### config.mk
export PLATFORM = sky130hd
export DESIGN_NAME = serial_sub
export DESIGN_NICKNAME = d
export VERILOG_FILES = /design/src/rtl/serial_sub.sv
export SDC_FILE = /design/constraint.sdc
export NUM_CORES = 1
export LEC_CHECK = 0
export ABC_AREA = 1
export BUFFER_PORTS_ARGS = -buffer_cell sky130_fd_sc_hd__buf_2
export CAP_MARGIN = 0
export CORE_MARGIN = 2
export CORE_UTILIZATION = 48
export DETAILED_ROUTE_END_ITERATION = 8
export PLACE_DENSITY_LB_ADDON = 0.15
export SETUP_SLACK_MARGIN = 0.05
export SKIP_CTS_REPAIR_TIMING = 1
export SLEW_MARGIN = 20
export SYNTH_ARGS = -nofsm -noshare
export SYNTH_HDL_FRONTEND = slang
export SYNTH_SLANG_ARGS = --single-unit
### constraint.sdc
create_clock -name clk -period 1.1 [get_ports clk]
set_input_delay 0.165 -clock clk [delete_from_list [all_inputs] [get_ports clk]]
set_output_delay 0.165 -clock clk [all_outputs]
set_load 0.01 [all_outputs]
### src/rtl/serial_sub.sv
// -----------------------------------------------------------------------------
// serial_sub
//
// Bit-serial unsigned subtractor. Computes diff = a - b (mod 2^WIDTH), LSB
// first, one bit per clock, through a single full-subtractor cell and one
// borrow flip-flop. The final borrow-out is reported as borrow (1 when a < b).
//
// Ports
//   clk        in   1      single clock, all state on the rising edge
//   reset      in   1      synchronous, active-high; wins over start
//   start      in   1      request; only looked at in IDLE or DONE
//   a          in   WIDTH  minuend, captured when start is accepted
//   b          in   WIDTH  subtrahend, captured when start is accepted
//   busy       out  1      high exactly while the FSM is in SHIFT
//   done       out  1      one-cycle pulse; diff/borrow valid in that cycle
//   diff       out  WIDTH  a - b mod 2^WIDTH, held until the next accepted start
//   borrow     out  1      final borrow-out (a < b), held with diff
//   state_dbg  out  2      current FSM state encoding (IDLE=0, SHIFT=1, DONE=2)
//
// Handshake: start is a level request, accepted on any rising edge where the
// FSM is in IDLE or DONE. There is no queueing: start seen during SHIFT is
// dropped and the operands are not recaptured. Completion is signalled by a
// single-cycle done pulse exactly WIDTH+1 cycles after the accepting edge;
// holding start high through that DONE cycle begins the next operation with
// no intervening IDLE cycle.
// -----------------------------------------------------------------------------
module serial_sub #(
   parameter int WIDTH = 8
) (
   input  logic             clk,
   input  logic             reset,
   input  logic             start,
   input  logic [WIDTH-1:0] a,
   input  logic [WIDTH-1:0] b,
   output logic             busy,
   output logic             done,
   output logic [WIDTH-1:0] diff,
   output logic             borrow,
   output logic [1:0]       state_dbg
);

   // The counter only ever needs to reach WIDTH-1, so $clog2(WIDTH) bits
   // are enough and it never wraps.
   localparam int CW = (WIDTH > 1) ? $clog2(WIDTH) : 1;
   localparam logic [CW-1:0] LAST_CNT = CW'(WIDTH - 1);

   typedef enum logic [1:0] {
      IDLE  = 2'd0,
      SHIFT = 2'd1,
      DONE  = 2'd2
   } state_t;

   state_t           state_q;
   state_t           state_d;

   logic [WIDTH-1:0] sa_q;      // remaining minuend bits, LSB is current bit
   logic [WIDTH-1:0] sb_q;      // remaining subtrahend bits
   logic             bflop_q;   // borrow carried between bit positions
   logic [CW-1:0]    cnt_q;     // index of the bit being processed
   logic [WIDTH-1:0] diff_q;
   logic             borrow_q;

   // Full-subtractor cell outputs for the current bit position.
   logic             cell_d;
   logic             cell_bout;
   logic             accept;
   logic             last_bit;

   // ---------------------------------------------------------------------
   // Subtractor cell: d = x ^ y ^ bin,
   // bout = (~x & y) | (~(x ^ y) & bin)
   // ---------------------------------------------------------------------
   always_comb begin
      cell_d    = sa_q[0] ^ sb_q[0] ^ bflop_q;
      cell_bout = (~sa_q[0] & sb_q[0]) | (~(sa_q[0] ^ sb_q[0]) & bflop_q);
   end

   // ---------------------------------------------------------------------
   // Next-state logic
   // ---------------------------------------------------------------------
   always_comb begin
      state_d  = state_q;
      accept   = 1'b0;
      last_bit = (cnt_q == LAST_CNT);

      case (state_q)
         IDLE: begin
            if (start) begin
               accept  = 1'b1;
               state_d = SHIFT;
            end
         end
         SHIFT: begin
            if (last_bit) begin
               state_d = DONE;
            end
         end
         DONE: begin
            // Back-to-back: a start seen in DONE goes straight to SHIFT.
            if (start) begin
               accept  = 1'b1;
               state_d = SHIFT;
            end else begin
               state_d = IDLE;
            end
         end
         default: begin
            state_d = IDLE;
         end
      endcase
   end

   // ---------------------------------------------------------------------
   // State register
   // ---------------------------------------------------------------------
   always_ff @(posedge clk) begin
      if (reset) begin
         state_q <= IDLE;
      end else begin
         state_q <= state_d;
      end
   end

   // ---------------------------------------------------------------------
   // Datapath
   //
   // diff is used as the result shift register: each new bit enters at the
   // MSB, so after WIDTH shifts bit 0 of the result sits in diff[0]. It is
   // not cleared on accept, so the previous result stays visible until the
   // first shift of the new operation.
   // ---------------------------------------------------------------------
   always_ff @(posedge clk) begin
      if (reset) begin
         sa_q     <= '0;
         sb_q     <= '0;
         bflop_q  <= 1'b0;
         cnt_q    <= '0;
         diff_q   <= '0;
         borrow_q <= 1'b0;
      end else if (accept) begin
         sa_q    <= a;
         sb_q    <= b;
         bflop_q <= 1'b0;
         cnt_q   <= '0;
      end else if (state_q == SHIFT) begin
         diff_q  <= {cell_d, diff_q[WIDTH-1:1]};
         sa_q    <= sa_q >> 1;
         sb_q    <= sb_q >> 1;
         bflop_q <= cell_bout;
         if (last_bit) begin
            // Borrow out of the MSB is the a < b flag.
            borrow_q <= cell_bout;
         end else begin
            cnt_q <= cnt_q + 1'b1;
         end
      end
   end

   // ---------------------------------------------------------------------
   // Outputs (decoded from registered state, so glitch-free relative to clk)
   // ---------------------------------------------------------------------
   always_comb begin
      busy      = (state_q == SHIFT);
      done      = (state_q == DONE);
      diff      = diff_q;
      borrow    = borrow_q;
      state_dbg = state_q;
   end

endmodule

# [Yosys cells after proc, flatten, opt, wreduce, memory -nomap -nowiden]
# Cells that the tools add are included.
[totals] ff_bits=31 wordCells=40
[classes] addsub=1 n_eq_ne=5 muxes=10 bitwise=9 n_reduce_logical=8
[ops] cell="$mux 8" count=4
[ops] cell="$pmux 2 s3" count=1
[ops] cell="$reduce_and 2->1" count=3
[ops] cell="$mux 2" count=2
[ops] cell="$not 1->1" count=4
[ops] cell="$reduce_or 2->1" count=2
[ops] cell="$add 3x1->3 const B" count=1
[ops] cell="$eq 3x3->1 const B" count=1
[ops] cell="$mux 1" count=3
[ops] cell="$reduce_and 3->1" count=1
[ops] cell="$and 1x1->1" count=2
[ops] cell="$eq 2x1->1 const B" count=1
[ops] cell="$eq 2x2->1 const B" count=1
[ops] cell="$logic_not 2->1" count=1
[ops] cell="$ne 2x1->1 const B" count=1
[ops] cell="$ne 2x2->1 const B" count=1
[ops] cell="$reduce_bool 2->1" count=1
[ops] cell="$xor 1x1->1" count=2
[ops] cell="$or 1x1->1" count=1

# [Logic depth before layout (Yosys ltp)]
# Gate-level depths: netlist of the first run.
[logic_depth] depth_word=5 ltp_mapped=8 mapped_depth_nobuf=7

# [Worst setup path after synthesis of the first run]
# No wires, ideal clock.
[synth_path] path_kind="register to register" startpoint="reg state_q[0] (netlist: state_dbg[0])" endpoint="reg sa_q[0]" setup_time_ps=113 t_arrival_ps=979 t_required_ps=987 path_slack_ps=8 stages_incl_launch_ff=9 n_path_buf=1 cell_sequence="dfxtp_1 buf_6 inv_6 nand2_4 nand2_1 inv_2 nand2_1 nand2_1 nor2_1"
[synth_between] elab_chain_cells=4 elab_cells_between_ends=7 classes_between="eq/ne (2); mux (2); reduce/logical (3)"
[synth_lines] element="from (decl)" line="53" text="state_t state_q;"
[synth_lines] element="from (signal assigned)" line="120" text="state_q <= state_d;"
[synth_lines] element="$eq 2x2->1 / $logic_not 2->1 (equally long branches)" line="86" text="case (state_q)"
[synth_lines] element="$reduce_or 2->1 (no source line)"
[synth_lines] element="$mux 1"
[synth_lines] element="$mux 8 / $reduce_bool 2->1 (equally long branches)"
[synth_lines] element="to (signal assigned)" line="147" text="sa_q <= sa_q >> 1;"
[synth_lines] element="to (decl)" line="56" text="logic [WIDTH-1:0] sa_q;"
# Parallel ways exist; a longest one is shown, timed or not.
# A chain may end at the register's enable or synchronous reset.

# [Worst setup path after layout of the first run]
[layout_path] startpoint="reg state_q[0] (netlist: state_dbg[0])" endpoint="out done"
[layout_between] elab_chain_cells=1
[layout_lines] element="$eq 2x2->1" line="164" text="done = (state_q == DONE);"
[layout_lines] element="to (decl)" line="36" text="output logic done,"
# No other way between the ends.

==> summary.md, run 1 <==
| Metric | Value |
|---|---|
| Outcome | `complete, but fails checks` |
| Failing checks | `negative setup slack` |
| Worst IR drop on VDD | `913 µV` |
| DR top layer | `met4` |
| Most instantiated cells after synthesis | `nor2_1 (40), nand2_1 (36), dfxtp_1 (31)` |
| Slew of the pin with the lowest slew margin | `0.451 ns` |
| Power, Total | `2.60 mW` |
| Clk_lat worst skew | `0.33 ns` |
| Syn Area/Cell | `7.10 µm²` |
| Antenna violations before repair | `0` |
| Diode count | `0` |
| CP Launch Type | `register` |
| First-pass GRT wire length | `5.06 mm` |
| Remaining DRCs | `0` |
| Count leader, synth | `nor2_1` |
| Starting Density | `51.5%` |
| Post-synth cell types | `20` |
| Area share of the largest cell type after synthesis | `42.6%` |
| NetSw | `0.809 mW` |
| DP Wirelength | `2.09 mm` |
| Max transition margin | `69.8%` |
| Post-synth net total | `227` |
| Routed vias | `1383` |
| Synth Instances | `205` |
| Max incr delay on CP | `0.39 ns` |
| Final Core Density | `76.3%` |
| RSZ-0062 raised after global routing | `true` |
| Crit path DAT | `1.07 ns` |
| Crit Path Category | `register to output pin` |
| Die H | `59.1 µm` |
| FF+latch count, synth | `31` |
| Endpoint class of the critical path | `output pin` |
| Critical Path RT | `0.94 ns` |
| P&R area growth vs syn | `48.2%` |
| Clk sink count | `31` |
| Post-DR vias/cell | `4.72` |
| Total Wirelength | `3.45 mm` |
| Crit Path Max Fanout | `5` |
| WL per Instance | `11.8 µm` |
| H-tree depth reported by CTS | `2` |
| Net Sw Frac | `31.2%` |
| Synth async-reset ratio | `0%` |
| Final Setup Violations | `14` |
| IO Port Bufs | `31` |
| EDFF count, synth | `0` |
| Clk pwr share | `24.2%` |
| Main synth FF type | `dfxtp_1` |
| CP bufs+invs | `2` |
| Pwr Density | `1200 nW/µm²` |
| Max-cap violations | `0` |
| Worst setup margin | `-0.139 ns` |
| Leak pwr | `1.02 nW` |
| GRT overflow | `0` |
| Max Clk Rate | `807 MHz` |
| Seq/Total Area, Yosys | `42.6%` |
| Core area | `2830 µm²` |
| Tmin final | `1.24 ns` |
| Vias in the first global route | `1165` |
| Met1 wire length | `1.58 mm` |
| Reg clk slew, reported paths | `0.09 ns` |
| Drt pass-1 iters | `4` |
| Hold WS | `0.0389 ns` |
| 1st-iter DRT viols | `55` |
| Cell family with most CP delay | `flip-flops` |
| Die area | `3490 µm²` |
| Sequential power share | `49.3%` |
| Gr usage total | `19.2%` |
| Power Internal | `1.79 mW` |
| Max-slew violations | `0` |
| Largest net degree at the start of global routing | `12` |
| Hold crit path type | `input port to register` |
| Antenna Nets Post-Route | `0` |
| Synth area leaders | `dfxtp_1 (43%), nor2_1 (10%), nand2_1 (9.3%)` |
| Final-report hold violation count | `0` |
| Worst-path cell chain | `buf_6, nor2_2, buf_2` |
| Period utilization | `113%` |
| Gpl congestion | `0.745` |
| Nets | `283` |
| Clock Path Buffers | `2` |
| Ports | `32` |
| Layout cells sized above 1 | `47.3%` |
| Std-Cell Rows | `19` |
| Chip Width | `59.1 µm` |
| Critical path's slowest cell | `dfxtp_4` |
| CTS buffer count | `5` |
| Worst Skew | `0.00291 ns` |
| Routed wl met2 | `1.71 mm` |
| WL met3 | `102 µm` |
| Synth warn | `0` |
| Root buffer cell | `clkbuf_4` |
| Biggest area consumer among synthesized cells | `dfxtp_1` |
| CTS tree | `done` |
| Area of the mapped netlist | `1460 µm²` |
| Combinational power share | `26.4%` |
[metal layers]
metal / global-route usage [%] / up-vias
li1: - / 737
met1: 25.9 / 614
met2: 29.0 / 26
met3: 4.59 / 6
met4: 8.77 / 0
met5: 0 / -
[cells by family (layout without fill, tap and decap cells)]
kind of cell / after synthesis / in the layout / synth area share [%]
flip-flops: 31 / 31 / 42.6
AO/OA/AOI/OAI: 29 / 29 / 10.3
adder cells (fa/ha/maj): 3 / 3 / 3.09
AND/OR/NAND/NOR: 100 / 100 / 30.0
buffers and inverters: 42 / 99 / 14.0
[per-stage QoR]
step | setup slack [ns] | instance area, µm² | cells | TNS, ns
after floorplan | 0.0524 | 1460 | 205 | 0
final | -0.139 | 2160 | 293 | -0.629
after global routing | -0.177 | 2160 | 293 | -1.67
after global placement | -0.0199 | 1710 | 276 | -0.0215
after detailed placement | -0.0183 | 1710 | 276 | -0.0426
after CTS | -0.272 | 1760 | 284 | -0.754
[worst min-delay path, cell delays in order]
cell and delay, ns:
buf_2 0.08, nor2_2 0.03, nor2_2 0.06
[final timing paths]
| kind | from | slack, ns | depth (start not counted) | to |
|---|---|---|---|---|
| worst max-delay path | state_dbg[0] | -0.14 | 3 | done |
| worst min-delay path | b[7] | 0.04 | 3 | sb_q[7] |
| worst max register to register | state_dbg[0] | -0.05 | 8 | sa_q[0] |
| worst min register to register | borrow | 0.47 | 2 | borrow |
[power by group through the flow]
stage / clock, mW / sequential (mW) / combinational, mW
after floorplan: 0 / 1.29 / 0.322
after detailed placement: 0 / 1.29 / 0.478
after CTS: 0.628 / 1.27 / 0.480
after global placement: 0 / 1.29 / 0.477
final: 0.629 / 1.28 / 0.687
after global routing: 0.688 / 1.29 / 0.767
[flip-flops by register name, indices dropped and copies added (netlist names)]
| name | cells |
|---|---|
| cnt_q | 3 |
| state_dbg | 2 |
| diff | 8 |
| sa_q | 8 |
| borrow | 1 |
| bflop_q | 1 |
| sb_q | 8 |
[layout by cell type, fill, tap and decap left out, types with 3 or more instances in the layout]
cell and instances:
o21ai_2 6, nand2_2 6, nand3_1 10, o21ai_0 3, nor2_4 3, a21oi_2 8, nor2_1 32, nand2_4 4
dfxtp_1 24, buf_4 16, inv_1 27, nor2_2 6, buf_6 9, nand2_1 28, clkbuf_4 5, nand3_2 7
buf_2 29, o21ai_1 8, dfxtp_2 6
[layout make-up]
| class | count | area, µm² |
|---|---|---|
| inverter | 34 | 158 |
| timing repair buffer | 57 | 427 |
| sequential | 31 | 632 |
| multi-input combinational | 132 | 853 |
| clock buffer | 7 | 45.0 |
| tap | 31 | 38.8 |
| fill | 197 | 671 |
| clock inverter | 1 | 5.00 |
No activity file was read; power rests on OpenSTA's default activity.
==> run 2: changes to the inputs <==
CELL_PAD_IN_SITES_DETAIL_PLACEMENT = 1   (was unset)
CELL_PAD_IN_SITES_GLOBAL_PLACEMENT = 2   (was unset)
CORE_UTILIZATION = 26   (was 48)
HOLD_SLACK_MARGIN = 0.12   (was unset)
==> run 2 against run 1 <==
  * The run still ends with negative setup slack left
  * Clock power increased by 88%
  * Fmax increased by 5.1%
  * Count of clock-buffer cells in the layout decreased by 1
  * Die area increased by 78%
  * Critical path type unchanged
  * Register-to-register slack about the same
  * Highest routed layer unchanged
  * Worst setup slack improved by 0.060 ns
  * Cell count increased by 15%
==> summary.md, run 2 (same netlist as run 1, synthesis figures left out) <==
| Metric | Value |
|---|---|
| Outcome | `complete, but fails checks` |
| Failing checks | `negative setup slack` |
| Post-Place Worst Slack | `-0.0296 ns (-0.0113 ns)` |
| Max Clk Rate | `848 MHz (+5.1%)` |
| CTS buffer count | `5 (unchanged)` |
| Pwr Density | `1350 nW/µm² (+13%)` |
| Clock Path Buffers | `2 (unchanged)` |
| First-pass GRT wire length | `6.22 mm (+23%)` |
| P&R area growth vs syn | `62.9%` |
| Crit path DAT | `1.01 ns (-0.06 ns)` |
| Post-DR vias/cell | `4.30 (-8.8%)` |
| Remaining DRCs | `0 (unchanged)` |
| Clk_lat worst skew | `0.29 ns (-0.04 ns)` |
| WL per Instance | `11.7 µm (-0.82%)` |
| Starting Density | `26.6% (-25 points)` |
| Largest net degree at the start of global routing | `12 (unchanged)` |
| Hold WS | `0.0964 ns (+0.0575 ns)` |
| Chip Width | `78.8 µm (+33%)` |
| NetSw | `0.916 mW (+13%)` |
| Diode count | `0 (unchanged)` |
| Gpl congestion | `0.684 (-8.1%)` |
| Final Setup Violations | `10 (-4)` |
| Root buffer cell | `clkbuf_8` |
| Critical Path RT | `0.94 ns (about the same)` |
| Sequential power share | `40.0% (-9.3 points)` |
| GRT overflow | `0 (unchanged)` |
| Most frequent cells in the layout | `nor2_1 (37), buf_2 (28), inv_1 (27)` |
| Power, Total | `3.21 mW (+24%)` |
| Cell area after layout | `2370 µm² (+9.9%)` |
| Vias in the first global route | `1429 (+23%)` |
| Worst setup margin | `-0.0792 ns (+0.0598 ns)` |
| Most common cell after layout, fill and taps aside | `nor2_1` |
| Routed vias | `1446 (+4.6%)` |
| Worst Skew | `0.00723 ns (+0.00433 ns)` |
| Hold crit path type | `input port to register` |
| H-tree depth reported by CTS | `2 (unchanged)` |
| Max-slew violations | `0 (unchanged)` |
| CTS tree | `done` |
| DP Wirelength | `2.71 mm (+30%)` |
| Layout cells sized above 1 | `49.2% (+1.9 points)` |
| Reg clk slew, reported paths | `0.07 ns (-0.02 ns)` |
| Clk pwr share | `36.8% (+13 points)` |
| Crit Path Category | `register to output pin` |
| Total Wirelength | `3.93 mm (+14%)` |
| Max-cap violations | `0 (unchanged)` |
| Net Sw Frac | `28.5% (-2.6 points)` |
| Core area | `5470 µm² (+93%)` |
| Tmin final | `1.18 ns (-0.0598 ns)` |
| Placed inst area | `1780 µm² (+3.9%)` |
| IO Port Bufs | `31 (unchanged)` |
| Fillers | `681 (+250%)` |
| Drt pass-1 iters | `4 (unchanged)` |
| Leak pwr | `1.07 nW (+5.5%)` |
| Nets | `285 (+0.71%)` |
| Final std cells w/o fill | `336 (+15%)` |
| Worst IR drop on VDD | `418 µV (-54%)` |
| Max transition margin | `81.5% (+12 points)` |
| Power Internal | `2.30 mW (+28%)` |
| Gr usage total | `12.9% (-6.3 points)` |
| Setup TNS | `-0.367 ns (+0.261 ns)` |
| Std-Cell Rows | `27 (+8)` |
| Crit Path Max Fanout | `7 (+2)` |
| Final Core Density | `43.3% (-33 points)` |
| Antenna violations before repair | `0 (unchanged)` |
| Die H | `78.8 µm (+33%)` |
| Period utilization | `107% (-5.4 points)` |
| Combinational power share | `23.3% (-3.1 points)` |
| Clk sink count | `31 (unchanged)` |
| Die area | `6220 µm² (+78%)` |
| Ports | `32 (unchanged)` |
| Antenna Nets Post-Route | `0 (unchanged)` |
| Endpoint class of the critical path | `output pin` |
| RSZ-0062 raised after global routing | `true` |
| CP Launch Type | `register` |
| Slew of the pin with the lowest slew margin | `0.275 ns (-0.176 ns)` |
| Placed cell count | `319 (+16%)` |
| 1st-iter DRT viols | `42 (-24%)` |
| Final-report hold violation count | `0 (unchanged)` |
run 2: cell count changes in the layout (fill, tap and decap cells not counted), sizes merged:
cell         delta
bufinv          +1
clkbuf          -1
clkinv          +1
dlygate4sd3     +1
inv             -1
nand2           +1
run 2: worst paths after layout:
| path | startpoint | endpoint | slack [ns] | cells after the start |
|---|---|---|---|---|
| max | state_dbg[0] | done | -0.08 | 3 |
| min | b[7] | sb_q[7] | 0.1 | 3 |
| max reg2reg | state_dbg[0] | sb_q[6] | -0.05 | 6 |
| min reg2reg | borrow | borrow | 0.45 | 2 |
run 2: area by class of cell:
cell class	instances	area, µm²	share of cell area, %
clock inverter	2	35.0	1.48
multi-input combinational	133	926	39.0
timing repair buffer	58	447	18.8
tap	72	90.1	3.80
inverter	34	160	6.75
sequential	31	632	26.6
clock buffer	6	82.6	3.48
run 2: worst max-delay path, cell delays in order (launching register included):
cell	delay (ns)
dfxtp_4	0.39
buf_6	0.15
nor2_4	0.09
buf_6	0.10
run 2: routing by layer:
layer	wire [µm]	track usage (%)	share of wire (%)
met4	60	4.66	1.5
met2	1830	21.5	47
met5	0	0	0
met3	156	3.98	4.0
met1	1880	15.7	48
run 2: power groups by stage:
| stage | clock network, mW | logic [mW] | registers [mW] |
|---|---|---|---|
| after floorplan | 0 | 0.322 | 1.29 |
| after CTS | 1.22 | 0.505 | 1.27 |
| after global routing | 1.28 | 0.836 | 1.30 |
| after detailed placement | 0 | 0.503 | 1.30 |
| after global placement | 0 | 0.504 | 1.29 |
| final | 1.18 | 0.747 | 1.28 |
